## config.mk

```make
export PLATFORM = sky130hd
export DESIGN_NAME = mem_port_arbiter_flat
export DESIGN_NICKNAME = d
export VERILOG_FILES = /design/src/rtl/mem_port_arbiter_pkg.sv /design/src/rtl/mem_port_arbiter_if.sv /design/src/rtl/mem_port_arbiter_grant.sv /design/src/rtl/mem_port_arbiter.sv /design/src/flat_wrapper.sv
export SDC_FILE = /design/constraint.sdc
export NUM_CORES = 1
export LEC_CHECK = 0
export ABC_CLOCK_PERIOD_IN_PS = 2300
export BUFFER_PORTS_ARGS = -buffer_cell sky130_fd_sc_hd__buf_2
export CAP_MARGIN = 5
export CORE_MARGIN = 1
export CORE_UTILIZATION = 48
export CTS_BUF_LIST = sky130_fd_sc_hd__clkbuf_4
export CTS_CLUSTER_DIAMETER = 100
export DETAILED_ROUTE_END_ITERATION = 6
export MAX_ROUTING_LAYER = met4
export PLACE_DENSITY = 0.83
export SLEW_MARGIN = 20
export SYNTH_ARGS = -nofsm -noshare
export SYNTH_HDL_FRONTEND = slang
export SYNTH_SLANG_ARGS = --single-unit
```

## constraint.sdc

```tcl
create_clock -name clock -period 2.3 [get_ports clock]
set_input_delay 0 -clock clock [delete_from_list [all_inputs] [get_ports clock]]
set_output_delay 0 -clock clock [all_outputs]
set_load 0.02 [all_outputs]
```

## src/rtl/mem_port_arbiter_pkg.sv

```systemverilog
// mips_mem_pkg: shared types for the FETCH/MEM unified-RAM port arbiter (state, owner, byte-enable width)
package mips_mem_pkg;
  localparam int BE_W = 4;
  typedef enum logic [1:0] {IDLE, BUSY_IF, BUSY_MEM} arb_state_t;
  typedef enum logic {OWN_IF, OWN_MEM} owner_t;
endpackage

```

## src/rtl/mem_port_arbiter_if.sv

```systemverilog
// mem_port_arbiter_if: FETCH request, MEM request and RAM request/ack buses; slave = arbiter side, master = core/RAM side
interface mem_port_arbiter_if #(parameter int ADDR_W = 32, parameter int DATA_W = 32);
  import mips_mem_pkg::*;
  logic              if_req;
  logic [ADDR_W-1:0] if_addr;
  logic [DATA_W-1:0] if_rdata;
  logic              if_valid;
  logic              if_stall;
  logic              mem_req;
  logic              mem_we;
  logic [BE_W-1:0]   mem_be;
  logic [ADDR_W-1:0] mem_addr;
  logic [DATA_W-1:0] mem_wdata;
  logic [DATA_W-1:0] mem_rdata;
  logic              mem_valid;
  logic              mem_stall;
  logic              ram_req;
  logic              ram_we;
  logic [BE_W-1:0]   ram_be;
  logic [ADDR_W-1:0] ram_addr;
  logic [DATA_W-1:0] ram_wdata;
  logic [DATA_W-1:0] ram_rdata;
  logic              ram_ack;
  modport slave (
    input  if_req, if_addr, mem_req, mem_we, mem_be, mem_addr, mem_wdata, ram_rdata, ram_ack,
    output if_rdata, if_valid, if_stall, mem_rdata, mem_valid, mem_stall,
           ram_req, ram_we, ram_be, ram_addr, ram_wdata
  );
  modport master (
    output if_req, if_addr, mem_req, mem_we, mem_be, mem_addr, mem_wdata, ram_rdata, ram_ack,
    input  if_rdata, if_valid, if_stall, mem_rdata, mem_valid, mem_stall,
           ram_req, ram_we, ram_be, ram_addr, ram_wdata
  );
endinterface

```

## src/rtl/mem_port_arbiter_grant.sv

```systemverilog
// arb_grant_logic: combinational owner select (if_req, mem_req, wait_cnt or last_grant -> any_req, grant); ARB_ROUND_ROBIN_EN selects round robin
module arb_grant_logic
  import mips_mem_pkg::*;
#(
  parameter int MAX_WAIT = 7
) (
  input  logic       if_req,
  input  logic       mem_req,
`ifdef ARB_ROUND_ROBIN_EN
  input  owner_t     last_grant,
`else
  input  logic [3:0] wait_cnt,
`endif
  output logic       any_req,
  output owner_t     grant
);
  assign any_req = if_req | mem_req;
  always_comb begin
`ifdef ARB_ROUND_ROBIN_EN
    grant = !mem_req ? OWN_IF : !if_req ? OWN_MEM : (last_grant == OWN_IF ? OWN_MEM : OWN_IF);
`else
    grant = !mem_req ? OWN_IF : !if_req ? OWN_MEM : (wait_cnt == 4'(MAX_WAIT) ? OWN_IF : OWN_MEM);
`endif
  end
endmodule

```

## src/rtl/mem_port_arbiter.sv

```systemverilog
// mem_port_arbiter: shares one RAM port between FETCH (read) and MEM (read/write); clock, reset, bus (slave); ARB_ROUND_ROBIN_EN selects round robin
module mem_port_arbiter
  import mips_mem_pkg::*;
#(
  parameter int ADDR_W   = 32,
  parameter int DATA_W   = 32,
  parameter int MAX_WAIT = 7
) (
  input logic               clock,
  input logic               reset,
  mem_port_arbiter_if.slave bus
);
  arb_state_t        state_q, state_d;
  logic              ram_req_q, ram_req_d, ram_we_q, ram_we_d;
  logic [BE_W-1:0]   ram_be_q, ram_be_d;
  logic [ADDR_W-1:0] ram_addr_q, ram_addr_d;
  logic [DATA_W-1:0] ram_wdata_q, ram_wdata_d, if_rdata_q, if_rdata_d, mem_rdata_q, mem_rdata_d;
  logic              if_valid_q, if_valid_d, mem_valid_q, mem_valid_d;
  logic              any_req;
  owner_t            grant;
`ifdef ARB_ROUND_ROBIN_EN
  owner_t            last_grant_q, last_grant_d;
`else
  logic [3:0]        wait_cnt_q, wait_cnt_d;
`endif
  arb_grant_logic #(.MAX_WAIT(MAX_WAIT)) u_grant (
    .if_req    (bus.if_req),
    .mem_req   (bus.mem_req),
`ifdef ARB_ROUND_ROBIN_EN
    .last_grant(last_grant_q),
`else
    .wait_cnt  (wait_cnt_q),
`endif
    .any_req   (any_req),
    .grant     (grant)
  );
  always_comb begin
    state_d     = state_q;
    ram_req_d   = ram_req_q;
    ram_we_d    = ram_we_q;
    ram_be_d    = ram_be_q;
    ram_addr_d  = ram_addr_q;
    ram_wdata_d = ram_wdata_q;
    if_rdata_d  = if_rdata_q;
    mem_rdata_d = mem_rdata_q;
    if_valid_d  = 1'b0;
    mem_valid_d = 1'b0;
`ifdef ARB_ROUND_ROBIN_EN
    last_grant_d = last_grant_q;
`else
    wait_cnt_d   = wait_cnt_q;
`endif
    if (state_q == IDLE) begin
      if (any_req) begin
        state_d     = grant == OWN_MEM ? BUSY_MEM : BUSY_IF;
        ram_req_d   = 1'b1;
        ram_we_d    = grant == OWN_MEM && bus.mem_we;
        ram_be_d    = grant == OWN_MEM ? bus.mem_be : '1;
        ram_addr_d  = grant == OWN_MEM ? bus.mem_addr : bus.if_addr;
        ram_wdata_d = grant == OWN_MEM ? bus.mem_wdata : ram_wdata_q;
`ifdef ARB_ROUND_ROBIN_EN
        last_grant_d = grant;
`else
        // a FETCH loss is a MEM grant while FETCH was also asking
        wait_cnt_d   = grant == OWN_IF ? 4'd0 :
                       (bus.if_req && wait_cnt_q != 4'(MAX_WAIT)) ? wait_cnt_q + 4'd1 : wait_cnt_q;
`endif
      end
    end else if (bus.ram_ack) begin
      state_d     = IDLE;
      ram_req_d   = 1'b0;
      ram_we_d    = 1'b0;
      if_valid_d  = state_q == BUSY_IF;
      mem_valid_d = state_q == BUSY_MEM;
      if_rdata_d  = state_q == BUSY_IF ? bus.ram_rdata : if_rdata_q;
      mem_rdata_d = (state_q == BUSY_MEM && !ram_we_q) ? bus.ram_rdata : mem_rdata_q;
    end
  end
  always_ff @(posedge clock) begin
    if (reset) begin
      state_q     <= IDLE;
      ram_req_q   <= 1'b0;
      ram_we_q    <= 1'b0;
      ram_be_q    <= '0;
      ram_addr_q  <= '0;
      ram_wdata_q <= '0;
      if_rdata_q  <= '0;
      mem_rdata_q <= '0;
      if_valid_q  <= 1'b0;
      mem_valid_q <= 1'b0;
`ifdef ARB_ROUND_ROBIN_EN
      last_grant_q <= OWN_IF;
`else
      wait_cnt_q   <= 4'd0;
`endif
    end else begin
      state_q     <= state_d;
      ram_req_q   <= ram_req_d;
      ram_we_q    <= ram_we_d;
      ram_be_q    <= ram_be_d;
      ram_addr_q  <= ram_addr_d;
      ram_wdata_q <= ram_wdata_d;
      if_rdata_q  <= if_rdata_d;
      mem_rdata_q <= mem_rdata_d;
      if_valid_q  <= if_valid_d;
      mem_valid_q <= mem_valid_d;
`ifdef ARB_ROUND_ROBIN_EN
      last_grant_q <= last_grant_d;
`else
      wait_cnt_q   <= wait_cnt_d;
`endif
    end
  end
  assign bus.ram_req   = ram_req_q;
  assign bus.ram_we    = ram_we_q;
  assign bus.ram_be    = ram_be_q;
  assign bus.ram_addr  = ram_addr_q;
  assign bus.ram_wdata = ram_wdata_q;
  assign bus.if_rdata  = if_rdata_q;
  assign bus.mem_rdata = mem_rdata_q;
  assign bus.if_valid  = if_valid_q;
  assign bus.mem_valid = mem_valid_q;
  assign bus.if_stall  = bus.if_req && !if_valid_q;
  assign bus.mem_stall = bus.mem_req && !mem_valid_q;
endmodule

```

## src/flat_wrapper.sv

```systemverilog
// flat-port wrapper written by rule: the top's interface ports become plain ports
module mem_port_arbiter_flat import mips_mem_pkg::*;
#(
  parameter int ADDR_W   = 32,
  parameter int DATA_W   = 32,
  parameter int MAX_WAIT = 7
)
  (clock, reset, bus_if_req, bus_if_addr, bus_mem_req, bus_mem_we, bus_mem_be, bus_mem_addr, bus_mem_wdata, bus_ram_rdata, bus_ram_ack, bus_if_rdata, bus_if_valid, bus_if_stall, bus_mem_rdata, bus_mem_valid, bus_mem_stall, bus_ram_req, bus_ram_we, bus_ram_be, bus_ram_addr, bus_ram_wdata);
  mem_port_arbiter_if #(.ADDR_W(ADDR_W), .DATA_W(DATA_W)) bus_i ();
  input logic clock;
  input logic reset;
  input wire logic [$bits(bus_i.if_req)-1:0] bus_if_req;
  input wire logic [$bits(bus_i.if_addr)-1:0] bus_if_addr;
  input wire logic [$bits(bus_i.mem_req)-1:0] bus_mem_req;
  input wire logic [$bits(bus_i.mem_we)-1:0] bus_mem_we;
  input wire logic [$bits(bus_i.mem_be)-1:0] bus_mem_be;
  input wire logic [$bits(bus_i.mem_addr)-1:0] bus_mem_addr;
  input wire logic [$bits(bus_i.mem_wdata)-1:0] bus_mem_wdata;
  input wire logic [$bits(bus_i.ram_rdata)-1:0] bus_ram_rdata;
  input wire logic [$bits(bus_i.ram_ack)-1:0] bus_ram_ack;
  output wire logic [$bits(bus_i.if_rdata)-1:0] bus_if_rdata;
  output wire logic [$bits(bus_i.if_valid)-1:0] bus_if_valid;
  output wire logic [$bits(bus_i.if_stall)-1:0] bus_if_stall;
  output wire logic [$bits(bus_i.mem_rdata)-1:0] bus_mem_rdata;
  output wire logic [$bits(bus_i.mem_valid)-1:0] bus_mem_valid;
  output wire logic [$bits(bus_i.mem_stall)-1:0] bus_mem_stall;
  output wire logic [$bits(bus_i.ram_req)-1:0] bus_ram_req;
  output wire logic [$bits(bus_i.ram_we)-1:0] bus_ram_we;
  output wire logic [$bits(bus_i.ram_be)-1:0] bus_ram_be;
  output wire logic [$bits(bus_i.ram_addr)-1:0] bus_ram_addr;
  output wire logic [$bits(bus_i.ram_wdata)-1:0] bus_ram_wdata;
  assign bus_i.if_req = bus_if_req;
  assign bus_i.if_addr = bus_if_addr;
  assign bus_i.mem_req = bus_mem_req;
  assign bus_i.mem_we = bus_mem_we;
  assign bus_i.mem_be = bus_mem_be;
  assign bus_i.mem_addr = bus_mem_addr;
  assign bus_i.mem_wdata = bus_mem_wdata;
  assign bus_i.ram_rdata = bus_ram_rdata;
  assign bus_i.ram_ack = bus_ram_ack;
  assign bus_if_rdata = bus_i.if_rdata;
  assign bus_if_valid = bus_i.if_valid;
  assign bus_if_stall = bus_i.if_stall;
  assign bus_mem_rdata = bus_i.mem_rdata;
  assign bus_mem_valid = bus_i.mem_valid;
  assign bus_mem_stall = bus_i.mem_stall;
  assign bus_ram_req = bus_i.ram_req;
  assign bus_ram_we = bus_i.ram_we;
  assign bus_ram_be = bus_i.ram_be;
  assign bus_ram_addr = bus_i.ram_addr;
  assign bus_ram_wdata = bus_i.ram_wdata;
  mem_port_arbiter #(.ADDR_W(ADDR_W), .DATA_W(DATA_W), .MAX_WAIT(MAX_WAIT)) u_core (.clock(clock), .reset(reset), .bus(bus_i));
endmodule
```

; After elaboration in Yosys (flattened, before gate mapping)
; Cells that the tools add are included.
[totals]
ff_bits = 142
latchBits = 0
mem_bits_rw = 0
romBits = 0
input_bits = 138
out_inout_bits = 138
elab_cells = 54
n_memories = 0
[classes]
n_addsub = 1
mul = 0
div_mod_pow = 0
magnitude_cmp = 0
eq_ne = 6
n_shift = 0
muxes = 16
bitwise_logic = 3
reduce_logical = 17
[op_table]
columns = op, n
row1 = 2-to-1 mux 32 bit, 1
row2 = 2-to-1 mux 4 bit, 3
row3 = AND reduction 3 bit, 4
row4 = 2-to-1 mux 1 bit, 8
row5 = 2-to-1 mux 2 bit, 4
row6 = logical AND 1 bit, 5
row7 = "adder 4 x 1 -> 4 bit, second input constant", 1
row8 = "== test 4 x 3 -> 1 bit, second input constant", 1
row9 = "inequality test 4 x 3 -> 1 bit, second input constant", 1
row10 = AND reduction 2 bit, 2
row11 = zero test 1 bit, 3
row12 = OR reduction 3 bit, 1
row13 = "== test 2 x 1 -> 1 bit, second input constant", 1
row14 = "== test 2 bit, second input constant", 1
row15 = zero test 2 bit, 1
row16 = "inequality test 2 x 1 -> 1 bit, second input constant", 1
row17 = "inequality test 2 bit, second input constant", 1
row18 = inverter 1 bit, 2
row19 = nonzero test 2 bit, 1
row20 = OR 1 bit, 1

; Depth between registers and ports, before layout
; Gate-level depths: netlist of run 1.
[logic_depth]
ltp_word = 7
depth_mapped = 7

; Hierarchy
; From an unflattened synthesis of run 1, not the netlist that was laid out.
[hier_totals]
hier_cells = 639
area_unflattened_um2 = 5352.6
[by_module_without_submodules]
columns = module, n_inst, cells_per_inst, area_per_inst_um2, seq_area_each_um2
row1 = mem_port_arbiter, 1, 636, 5325.1, 2842.7
row2 = arb_grant_logic, 1, 3, 27.5, 0.0

; Worst setup path before layout of run 1
; No wires, ideal clock.
[synth_path]
kind = register to register
startpoint = register u_core.wait_cnt_q[0]
endpoint = register u_core.ram_wdata_q[26] (netlist: u_core.bus.ram_wdata[26])
arrival_ns = 1.449
slack_ns = 0.718
path_stages_with_launch = 8
period_less_slack_ns = 1.582
cell_sequence = dfxtp_1 ha_1 and4b_1 buf_2 buf_2 buf_4 o31ai_1 a21oi_1
[synth_via]
elab_chain_cells = 5
[synth_rtl]
columns = item, line
row1 = from (decl), mem_port_arbiter.sv:24  ; logic [3:0] wait_cnt_q, wait_cnt_d;
row2 = from (signal assigned), mem_port_arbiter.sv:110  ; wait_cnt_q <= wait_cnt_d;
row3 = == test 4 x 3 -> 1 bit, mem_port_arbiter_grant.sv:22  ; grant = !mem_req ? OWN_IF : !if_req ? OWN_MEM : (wait_cnt == 4'(MAX_WAIT) ? OWN_IF : OWN_MEM);
row4 = 2-to-1 mux 1 bit (3 in series), mem_port_arbiter_grant.sv:22
row5 = AND reduction 3 bit (no line), --
row6 = to (signal assigned), mem_port_arbiter.sv:102  ; ram_wdata_q <= ram_wdata_d;
row7 = to (decl), mem_port_arbiter.sv:17  ; logic [DATA_W-1:0] ram_wdata_q, ram_wdata_d, if_rdata_q, if_rdata_d, mem_rdata_q, mem_rdata_d;
; Every way passes these cells.
; A chain may end at the register's enable or synchronous reset.

; Final worst setup path of run 1
[layout_path]
startpoint = register u_core.state_q[1]
endpoint = register u_core.ram_addr_q[29] (netlist: u_core.bus.ram_addr[29])
[layout_via]
elab_chain_cells = 2
[layout_rtl]
columns = item, line
row1 = from (decl), mem_port_arbiter.sv:13  ; arb_state_t state_q, state_d;
row2 = from (signal assigned), mem_port_arbiter.sv:97  ; state_q <= state_d;
row3 = zero test 2 bit, mem_port_arbiter.sv:53  ; if (state_q == IDLE) begin
row4 = AND reduction 2 bit (no line), --
row5 = to (signal assigned), mem_port_arbiter.sv:101  ; ram_addr_q <= ram_addr_d;
row6 = to (decl), mem_port_arbiter.sv:16  ; logic [ADDR_W-1:0] ram_addr_q, ram_addr_d;
; Every way passes these cells.

==> key figures, run 1 <==
Worst hold path
  – Min-delay src: bus_ram_rdata[23]
  – Hold path cells: 4
  – Hold Path Sink: u_core.bus.mem_rdata[23]
  – Min-Delay Path Class: in -> reg

Timing
  – Endpoints failing setup: 0
  – Slew HR: 0.507
  – Minimum clock period: 2.24 ns
  – Worst Skew: 0.0329 ns
  – Least-Margin Pin Slew: 0.740 ns
  – Final hold violations: 0
  – Hold WS: 0.263 ns
  – Final setup margin: 0.0649 ns
  – Max Freq: 447 MHz
  – Fin. max-slew vios: 0
  – Final worst-path cycle share: 0.972

Critical path
  – Reg-to-reg endpoint: u_core.bus.ram_addr[29]
  – CP endpoint kind: register
  – R2R cell count: 5
  – Startpoint Class: register
  – Worst Path Required: 2.72 ns
  – Critical Path Fanout Max: 33
  – Data arrival time of the critical path: 2.65 ns
  – R2R setup slack: 0.06 ns
  – Worst r2r src: u_core.state_q[1]
  – WS Path Type: reg -> reg
  – CP Launch Point: u_core.state_q[1]

Run status
  – Failing checks: design-rule violations
  – Outcome: finished, violations left

Final layout
  – Fillers: 777
  – Area Growth Syn to Fin: 56.2%
  – Multi-input gate area: 0.00259 mm^2
  – Layout Nets: 1,221
  – Sequential cell area: 0.00284 mm^2
  – Layout cells sized above 1: 0.309

Routing
  – Starting DRT DRC Count: 1,300
  – Routed Antenna Nets: 0
  – Via density per instance: 6.00
  – Routed wire per std cell: 19.5 um
  – Post-Route WL: 24,100 um
  – Post-route DRC: 41
  – Vias: 7,438
  – Drt first pass iters: 7

Placed design
  – Worst slack at placement: 0.414 ns
  – Gpl congestion: 0.871
  – DP Wirelength: 11,700 um
  – I/O Buffers: 275

Logic synthesis
  – Yosys warnings: 0
  – Post-synth EDFFs: 0
  – Post-synthesis cell area: 0.00574 mm^2
  – Asr flop ratio synth: 0
  – Syn nets: 841
  – Mapped Cells: 702
  – Mean Syn Cell Area: 8.18 um^2
  – Top FF cell, synth: dfxtp_1
  – #FFs+latches synth: 142
  – Yosys cell types: 36
  – Seq/Total Area, Yosys: 0.495

Pwr
  – Internal power: 3820 uW
  – Leakage power: 0.00395 uW
  – Flop pwr share: 0.491
  – Switching share of power: 0.306
  – Peak VDD IR: 0.000470 V
  – Net Switching: 1680 uW
  – Combinational Power Share: 0.231
  – PD cells: 613 mW/mm^2
  – Clock share of power: 0.277

Global route
  – Initial antenna violation count: 3
  – All-layer global routing usage: 0.394
  – Grt total ovfl: 0
  – First-pass GRT wire length: 37,200 um
  – Vias in the first global route: 7,182
  – Largest net degree at the start of global routing: 71

CTS
  – H-tree depth: 4
  – Root Driver: clkbuf_4
  – # clock sinks: 142
  – Maximum clock insertion buffer count: 2
  – Clock Latency Late Sink: 0.54 ns
  – Total CTS buffers: 17
  – CTS tree: done
  – Reg clk slew, reported paths: 0.12 ns

Floorplanning
  – # rows: 39
  – Die footprint: 0.0124 mm^2
  – Die Width: 111 um
  – Initial core utilization: 0.499
  – Vert. Die Dim: 111 um
  – Core ar.: 0.0115 mm^2
  – IO Count: 276

Flow run
  – MaxCap Viol Count: 0
## stage by stage
step                       util  total power (uW)  std cells  setup TNS [ns]  area [um^2]
after floorplan               -              3320        702               0         5740
after global placement    0.620              3690       1052               0         7140
after detailed placement  0.620              3700       1052               0         7140
after CTS                 0.771              5410       1231               0         8880
after global routing      0.779              5710       1240         -0.0457         8970
final                     0.779              5500       1240               0         8970
## worst max path at each step
stage / endpoint / slack (ns) / depth (start not counted)
finish: u_core.bus.ram_addr[29] / 0.06 / 5
global route: u_core.bus.ram_addr[22] / -0.03 / 7
CTS: u_core.bus.ram_addr[24] / 0.03 / 5
detailed placement: u_core.bus.ram_addr[12] / 0.41 / 5
global placement: u_core.bus.ram_addr[9] / 0.51 / 5
floorplan: u_core.bus.ram_wdata[26] / 0.72 / 7
## state kept, by name (all words and copies together), names as in the netlist, 2 cells and up
signal,cells
u_core.bus.if_rdata,32
u_core.bus.ram_be,4
u_core.state_q,2
u_core.wait_cnt_q,4
u_core.bus.ram_addr,32
u_core.bus.mem_rdata,32
u_core.bus.ram_wdata,32
## cells by family after synthesis
family | after synthesis | share of synthesized area
DFF | 142 | 0.495
adders and majority gates | 1 | 0.00218
buffers and inverters | 85 | 0.0640
and+or+nand+nor | 233 | 0.193
AOI/OAI and AO/OA | 241 | 0.246
## synthesized netlist by cell type (all sizes together), types with 4 or more instances
| master | count | area [um^2] |
|---|---|---|
| nand3 | 33 | 165 |
| a311oi | 32 | 280 |
| buf | 31 | 164 |
| o31ai | 32 | 240 |
| clkbuf | 53 | 200 |
| nor4 | 4 | 25.0 |
| a21oi | 139 | 696 |
| o21ai | 35 | 175 |
| nand2 | 131 | 492 |
| nor2 | 5 | 21.3 |
| nand4 | 35 | 219 |
| nor3 | 5 | 25.0 |
| dfxtp | 142 | 2840 |
## layout make-up
type	count	share of cell area
Multi-Input combinational cell	476	0.289
Antenna cell	3	0.000836
Sequential cell	142	0.317
Clock buffer	21	0.0176
Clock inverter	10	0.0109
Inverter	1	0.000418
Timing Repair Buffer	444	0.345
Tap cell	143	0.0199
## cell usage in the layout (no fill, tap or decap), types with 4 or more instances in the layout
| cell type | synthesis | layout |
|---|---|---|
| nand3_1 | 33 | 33 |
| buf_4 | 1 | 15 |
| dfxtp_1 | 142 | 141 |
| nor4_1 | 4 | 4 |
| o21ai_0 | 35 | 35 |
| buf_2 | 29 | 274 |
| buf_12 | 0 | 4 |
| clkbuf_4 | 0 | 21 |
| a311oi_1 | 32 | 29 |
| nand4_1 | 35 | 35 |
| a21oi_1 | 139 | 139 |
| nand2_1 | 131 | 131 |
| nor3_1 | 5 | 5 |
| clkinv_2 | 0 | 6 |
| dlygate4sd3_1 | 0 | 148 |
| o31ai_1 | 32 | 32 |
## worst max-delay path, cell delays in order (launching register included)
cell	delay, ns
dfxtp_1	0.46
or2_4	0.37
nor2_2	0.11
buf_4	0.37
a311oi_2	0.18
dlygate4sd3_1	0.62
## routing by layer
layer	part of all wire	vias up	global-route usage
met5	0	-	-
met4	0.080	0	0.321
met3	0.097	187	0.126
met2	0.47	565	0.608
met1	0.36	3392	0.415
li1	-	3294	-
## repair_timing
item,in CTS,in global routing
endpoints found under the setup margin,0,16
hold endpoints to repair,141,1
hold buffers,148,1
resized for setup,0,7
setup buffers,0,3
## power by group through the flow
stage | Combinational [uW] | Sequential [uW] | Clock [uW]
final | 1270 | 2700 | 1530
after global routing | 1340 | 2720 | 1650
after CTS | 1190 | 2680 | 1540
after detailed placement | 965 | 2740 | 0
after global placement | 958 | 2730 | 0
after floorplan | 413 | 2910 | 0
(Power assumes the default switching activity.)
==> run 2: changes to the inputs <==
==> constraint.sdc (replaced) <==
create_clock -name clock -period 2.3 [get_ports clock]
set_input_delay 0.115 -clock clock [delete_from_list [all_inputs] [get_ports clock]]
set_output_delay 0.115 -clock clock [all_outputs]
set_load 0.02 [all_outputs]
==> run 2 against run 1 <==
The flow finishes with violations (design-rule violations, negative hold slack, negative setup slack). Critical path depth up 1. Non-clock buffer count down 5. Hold slack worse by 0.27 ns. Count of clock-buffer cells in the layout down 1. First-iteration DRC count down 11%. Cell area down 0.78%. Routed wire length up 5.6%. Cell count down 0.24%. Setup slack worse by 0.22 ns.
==> key figures, run 2 (same netlist as run 1, synthesis figures left out) <==
Run status
  – Outcome: finished, violations left
  – Failing checks: design-rule violations, negative hold slack, negative setup slack

Floorplanning
  – Core ar.: 0.0115 mm^2 (unchanged)
  – IO Count: 276 (unchanged)
  – Vert. Die Dim: 111 um (unchanged)
  – Die Width: 111 um (unchanged)
  – Die footprint: 0.0124 mm^2 (unchanged)
  – Initial core utilization: 0.499 (unchanged)
  – # rows: 39 (unchanged)

Placed design
  – Gpl congestion: 0.881 (+1.1%)
  – I/O Buffers: 275 (unchanged)
  – Worst slack at placement: 0.386 ns (-0.0279 ns)
  – DP Wirelength: 11,900 um (+1.7%)
  – Dpl cell area: 0.00719 mm^2 (+0.60%)

Final layout
  – Fillers: 749 (-3.6%)
  – Commonest non-fill, non-tap cell in the layout: buf_2
  – Design area: 0.00890 mm^2 (-0.78%)
  – Multi-input gate area: 0.00261 mm^2 (+0.68%)
  – Layout cells sized above 1: 0.309 (+0.000500)
  – Layout Nets: 1,216 (-0.41%)
  – Area Growth Syn to Fin: 55.0%
  – Sequential cell area: 0.00284 mm^2 (unchanged)
  – Most frequent cells in the layout: buf_2 (274), dlygate4sd3_1 (142), dfxtp_1 (141), a21oi_1 (139), nand2_1 (131)

Timing
  – Endpoints failing setup: 2 (+2)
  – Fin. max-slew vios: 0 (unchanged)
  – Final hold violations: 1 (+1)
  – Final setup margin: -0.155 ns (-0.220 ns)
  – Slew HR: 0.500 (-0.00657)
  – Minimum clock period: 2.45 ns (+0.220 ns)
  – Max Freq: 407 MHz (-9.0%)
  – Final worst-path cycle share: 1.07 (+0.0956)
  – Worst Skew: 0.0317 ns (-0.00119 ns)
  – Least-Margin Pin Slew: 0.745 ns (+0.00481 ns)
  – Hold WS: -0.0123 ns (-0.275 ns)

Routing
  – Routed wire per std cell: 20.6 um (+5.8%)
  – Post-Route WL: 25,500 um (+5.6%)
  – Vias: 7,574 (+1.8%)
  – Drt first pass iters: 7 (unchanged)
  – Starting DRT DRC Count: 1,160 (-11%)
  – Routed Antenna Nets: 0 (unchanged)
  – Post-route DRC: 41 (unchanged)
  – Via density per instance: 6.12 (+2.1%)

Global route
  – Vias in the first global route: 7,191 (+0.13%)
  – All-layer global routing usage: 0.417 (+0.0228)
  – Initial antenna violation count: 5 (+2)
  – Grt total ovfl: 0 (unchanged)
  – First-pass GRT wire length: 38,700 um (+3.9%)
  – Largest net degree at the start of global routing: 88 (+24%)

CTS
  – Maximum clock insertion buffer count: 2 (unchanged)
  – CTS tree: done
  – Clock Latency Late Sink: 0.56 ns (+0.02 ns)
  – Root Driver: clkbuf_4
  – Total CTS buffers: 17 (unchanged)
  – H-tree depth: 4 (unchanged)
  – # clock sinks: 142 (unchanged)
  – Reg clk slew, reported paths: 0.13 ns (about the same)

Worst hold path
  – Min-Delay Path Class: in -> reg

Critical path
  – Critical Path Fanout Max: 28 (-15%)
  – Setup crit end: u_core.bus.ram_addr[28]
  – Startpoint Class: register
  – Worst r2r src: u_core.wait_cnt_q[0]
  – Worst Path Required: 2.73 ns (about the same)
  – Data arrival time of the critical path: 2.89 ns (+0.24 ns)
  – CP Launch Point: u_core.wait_cnt_q[0]
  – WS Path Type: reg -> reg
  – CP endpoint kind: register
  – R2R setup slack: -0.15 ns (-0.22 ns)
  – R2R cell count: 6 (+1)
  – Reg-to-reg endpoint: u_core.bus.ram_addr[28]

Pwr
  – Flop pwr share: 0.509 (+0.018)
  – Clock share of power: 0.245 (-0.032)
  – PD cells: 599 mW/mm^2 (-2.4%)
  – Switching share of power: 0.328 (+0.0224)
  – Peak VDD IR: 0.000378 V (-19%)
  – Net Switching: 1750 uW (+3.9%)
  – Internal power: 3580 uW (-6.3%)
  – Combinational Power Share: 0.246 (+0.015)
  – Leakage power: 0.00393 uW (-0.60%)

Flow run
  – MaxCap Viol Count: 0 (unchanged)
[run 2: changes by cell type in the layout (fill, tap and decap cells not counted)]
cell           before  now
a311oi_1           29   28
diode_2             3    5
clkbuf_4           21   20
buf_12              4    5
dlygate4sd3_1     148  142
a311oi_4            0    1
clkinv_4            0    1
clkinv_1            2    5
bufinv_16           2    0
clkinv_2            6    5
[run 2: area by class of cell]
class                   count  area share
repair buffers            439       0.343
flip-flops and latches    142       0.319
multi-input cells         476       0.293
well taps                 143      0.0201
clock buffers              20      0.0169
clock inverters            11     0.00590
diodes                      5     0.00141
inverters                   1    0.000422
[run 2: how the worst min path moves through the flow]
stage / start / end / slack (ns) / cells past startpoint
6_report: bus_mem_addr[17] / u_core.bus.ram_addr[17] / -0.01 / 3
5_1_grt: bus_mem_addr[17] / u_core.bus.ram_addr[17] / -0.00009 / 3
4_1_cts: bus_ram_rdata[26] / u_core.bus.if_rdata[26] / 0.31 / 4
3_5_place_dp: bus_ram_rdata[19] / u_core.bus.if_rdata[19] / 0.37 / 3
3_3_place_gp: bus_ram_rdata[19] / u_core.bus.if_rdata[19] / 0.37 / 3
2_1_floorplan: bus_ram_rdata[0] / u_core.bus.mem_rdata[0] / 0.25 / 2
[run 2: power by group through the flow]
stage               Combinational, uW  Sequential, uW  Clock [uW]
detailed placement                971            2740           0
global route                     1370            2720        1440
CTS                              1180            2680        1300
global placement                  963            2730           0
floorplan                         413            2910           0
finish                           1310            2710        1310
[run 2: layer usage]
layer	vias up	wire, um	global-route usage
li1	3293	-	-
met1	3421	8930	0.429
met2	646	11900	0.643
met3	214	2610	0.168
met4	0	2070	0.310
met5	-	0	-
[run 2: what timing repair did]
item,in CTS,in global routing
endpoints found under the setup margin,0,22
hold buffers,143,0
hold endpoints to repair,138,0
buffers inserted,0,1
gates resized for setup,0,10
[run 2: stage by stage]
| stage | setup TNS (ns) | util | instances | power [uW] |
|---|---|---|---|---|
| floorplan | 0 | - | 702 | 3320 |
| global placement | 0 | 0.624 | 1056 | 3700 |
| detailed placement | 0 | 0.624 | 1056 | 3710 |
| CTS | 0 | 0.766 | 1230 | 5170 |
| global route | -0.418 | 0.773 | 1237 | 5530 |
| finish | -0.182 | 0.773 | 1237 | 5330 |
[run 2: critical path: stages, from the launching register on]
cell	delay, ns
dfxtp_1	0.35
ha_1	0.29
nand4b_1	0.21
clkbuf_16	0.25
nand3_1	0.11
dlygate4sd3_1	0.67
a311oi_4	0.46
==> run 3: changes to the inputs <==
--- a/config.mk
+++ b/config.mk
@@ -10,7 +10,7 @@
 export CAP_MARGIN = 5
 export CORE_MARGIN = 1
 export CORE_UTILIZATION = 48
-export CTS_BUF_LIST = sky130_fd_sc_hd__clkbuf_4
+export CTS_BUF_LIST = sky130_fd_sc_hd__clkbuf_8
 export CTS_CLUSTER_DIAMETER = 100
 export DETAILED_ROUTE_END_ITERATION = 6
 export MAX_ROUTING_LAYER = met4
==> run 3 against run 2 <==
The run ends with design-rule violations left. Setup slack improved by 0.19 ns. Global-route usage fell by 2.2 points. Register-to-register slack improved by 0.19 ns. Die area did not move. First-iteration DRC count fell by 7.2%. Via count fell by 3.3%.
==> key figures, run 3 (same netlist as run 1, synthesis figures left out) <==
Critical path
  – Startpoint Class: register
  – Data arrival time of the critical path: 2.66 ns (-0.23 ns)
  – Reg-to-reg endpoint: u_core.bus.ram_addr[9]
  – Worst r2r src: u_core.wait_cnt_q[0]
  – R2R cell count: 5 (-1)
  – R2R setup slack: 0.04 ns (+0.19 ns)
  – CP Launch Point: u_core.wait_cnt_q[0]
  – Critical path buffers and inverters: 1 (-1)
  – Slowest-stage cell, CP: dlygate4sd3_1
  – WS Path Type: reg -> reg
  – Critical Path Fanout Max: 14 (-50%)
  – Worst Path Required: 2.69 ns (-0.04 ns)
  – Top Family by Delay on Critical Path: buffers and inverters
  – Crit-path cells: ha_1 > and4b_4 > o21ai_0 > a311oi_1 > dlygate4sd3_1
  – CP endpoint kind: register
  – CP max stage delay: 0.64 ns (-0.03 ns)

Pwr
  – Peak VDD IR: 0.000442 V (+17%)
  – PD cells: 647 mW/mm^2 (+8.1%)
  – Total power: 5770 uW (+8.3%)
  – Leakage power: 0.00398 uW (+1.2%)

Final layout
  – Area Growth Syn to Fin: 55.4%
  – Fillers: 752 (+0.40%)
  – Layout cells sized above 1: 0.312 (+0.00229)
  – Most frequent cells in the layout: buf_2 (274), dfxtp_1 (140), a21oi_1 (139), dlygate4sd3_1 (134), nand2_1 (131)
  – Layout Nets: 1,208 (-0.66%)
  – Commonest non-fill, non-tap cell in the layout: buf_2
  – Antenna fix cells: 0 (-5)

Floorplanning
  – Die Width: 111 um (unchanged)
  – Core ar.: 0.0115 mm^2 (unchanged)
  – Initial core utilization: 0.499 (unchanged)
  – # rows: 39 (unchanged)
  – Die footprint: 0.0124 mm^2 (unchanged)
  – Vert. Die Dim: 111 um (unchanged)
  – IO Count: 276 (unchanged)

Placed design
  – I/O Buffers: 275 (unchanged)
  – Gpl congestion: 0.881 (unchanged)
  – DP Wirelength: 11,900 um (unchanged)

Timing
  – Final worst-path cycle share: 0.984 (-0.0830)
  – Endpoints failing setup: 0 (-2)
  – Final hold violations: 0 (-1)
  – Minimum clock period: 2.26 ns (-0.191 ns)
  – Least-Margin Pin Slew: 0.647 ns (-0.0974 ns)
  – Setup_tns: 0 ns (+0.182 ns)
  – Slew HR: 0.565 (+0.0654)
  – Fin. max-slew vios: 0 (unchanged)
  – Worst Skew: 0.0158 ns (-0.0159 ns)
  – Max Freq: 442 MHz (+8.4%)

Routing
  – Drt first pass iters: 7 (unchanged)
  – Routed Antenna Nets: 0 (unchanged)
  – Via density per instance: 5.99 (-2.2%)
  – Vias: 7,326 (-3.3%)
  – Routed wire per std cell: 19.6 um (-5.0%)
  – Post-Route WL: 23,900 um (-6.0%)
  – Starting DRT DRC Count: 1,076 (-7.2%)
  – Post-route DRC: 41 (unchanged)

CTS
  – Clock Latency Late Sink: 0.46 ns (-0.10 ns)
  – # clock sinks: 142 (unchanged)
  – Maximum clock insertion buffer count: 2 (unchanged)
  – Root Driver: clkbuf_8
  – Reg clk slew, reported paths: 0.09 ns (-0.04 ns)
  – H-tree depth: 4 (unchanged)
  – CTS tree: done
  – Total CTS buffers: 17 (unchanged)

Flow run
  – MaxCap Viol Count: 0 (unchanged)

Global route
  – First-pass GRT wire length: 37,400 um (-3.2%)
  – Grt total ovfl: 0 (unchanged)
  – Largest net degree at the start of global routing: 88 (unchanged)
  – All-layer global routing usage: 0.395 (-0.0222)
  – Initial antenna violation count: 0 (-5)
  – Vias in the first global route: 7,211 (+0.28%)

Run status
  – Failing checks: design-rule violations
  – Outcome: finished, violations left

Worst hold path
  – Hold path cells: 2 (-1)
  – Min-Delay Path Class: in -> reg
  – Min-delay src: reset
  – Hold Path Sink: u_core.bus.ram_wdata[5]
[run 3: changes by cell type in the layout (fill, tap and decap cells not counted), sizes merged]
cell         previous run  this run
clkbuf                 21        23
diode                   5         0
clkinv                 11         6
inv                     1         4
dlygate4sd3           142       134
[run 3: repair_timing]
action | CTS | global route
endpoints found under the setup margin | 0 | 20
gates resized for setup | 0 | 6
hold buffers | 134 | 0
buffers inserted | 0 | 1
endpoints found under the hold margin | 134 | 0
[run 3: worst max-delay path by stage]
stage,to,cells past startpoint
2_1_floorplan,u_core.bus.ram_wdata[26],7
3_3_place_gp,u_core.bus.ram_wdata[25],6
3_5_place_dp,u_core.bus.ram_wdata[26],6
4_1_cts,u_core.bus.ram_addr[20],5
5_1_grt,u_core.bus.ram_addr[13],5
6_report,u_core.bus.ram_addr[9],5
[run 3: metal layers]
layer,GRT usage,vias to the layer above,wire (um)
li1,-,3266,-
met1,0.423,3311,8500
met2,0.622,573,11300
met3,0.115,176,2380
met4,0.293,0,1790
met5,-,-,0
[run 3: power by group]
| group | internal [uW] | leakage, uW | switching, uW |
|---|---|---|---|
| combinational | 537 | 0.00262 | 724 |
| sequential | 2610 | 0.00116 | 99.8 |
| clock | 864 | 0.000198 | 941 |
[run 3: metrics by stage]
step | utilization | std cells | hold WS [ns] | worst slack, ns | area, um^2
after CTS | 0.771 | 1221 | 0.0525 | 0.0398 | 8880
after detailed placement | 0.624 | 1056 | 0.372 | 0.386 | 7190
after global placement | 0.624 | 1056 | 0.367 | 0.459 | 7190
final | 0.775 | 1224 | 0.0855 | 0.0361 | 8920
after global routing | 0.775 | 1224 | 0.0691 | -0.00439 | 8920
after floorplan | - | 702 | 0.251 | 0.718 | 5740
[run 3: area by class of cell]
| cell class | instances | area (um^2) | share of cell area |
|---|---|---|---|
| Clock buffer | 22 | 303 | 0.0339 |
| Tap cell | 143 | 179 | 0.0200 |
| Timing Repair Buffer | 431 | 2970 | 0.333 |
| Sequential cell | 142 | 2850 | 0.319 |
| Clock inverter | 9 | 45.0 | 0.00505 |
| Multi-Input combinational cell | 476 | 2580 | 0.289 |
| Inverter | 1 | 3.75 | 0.000421 |
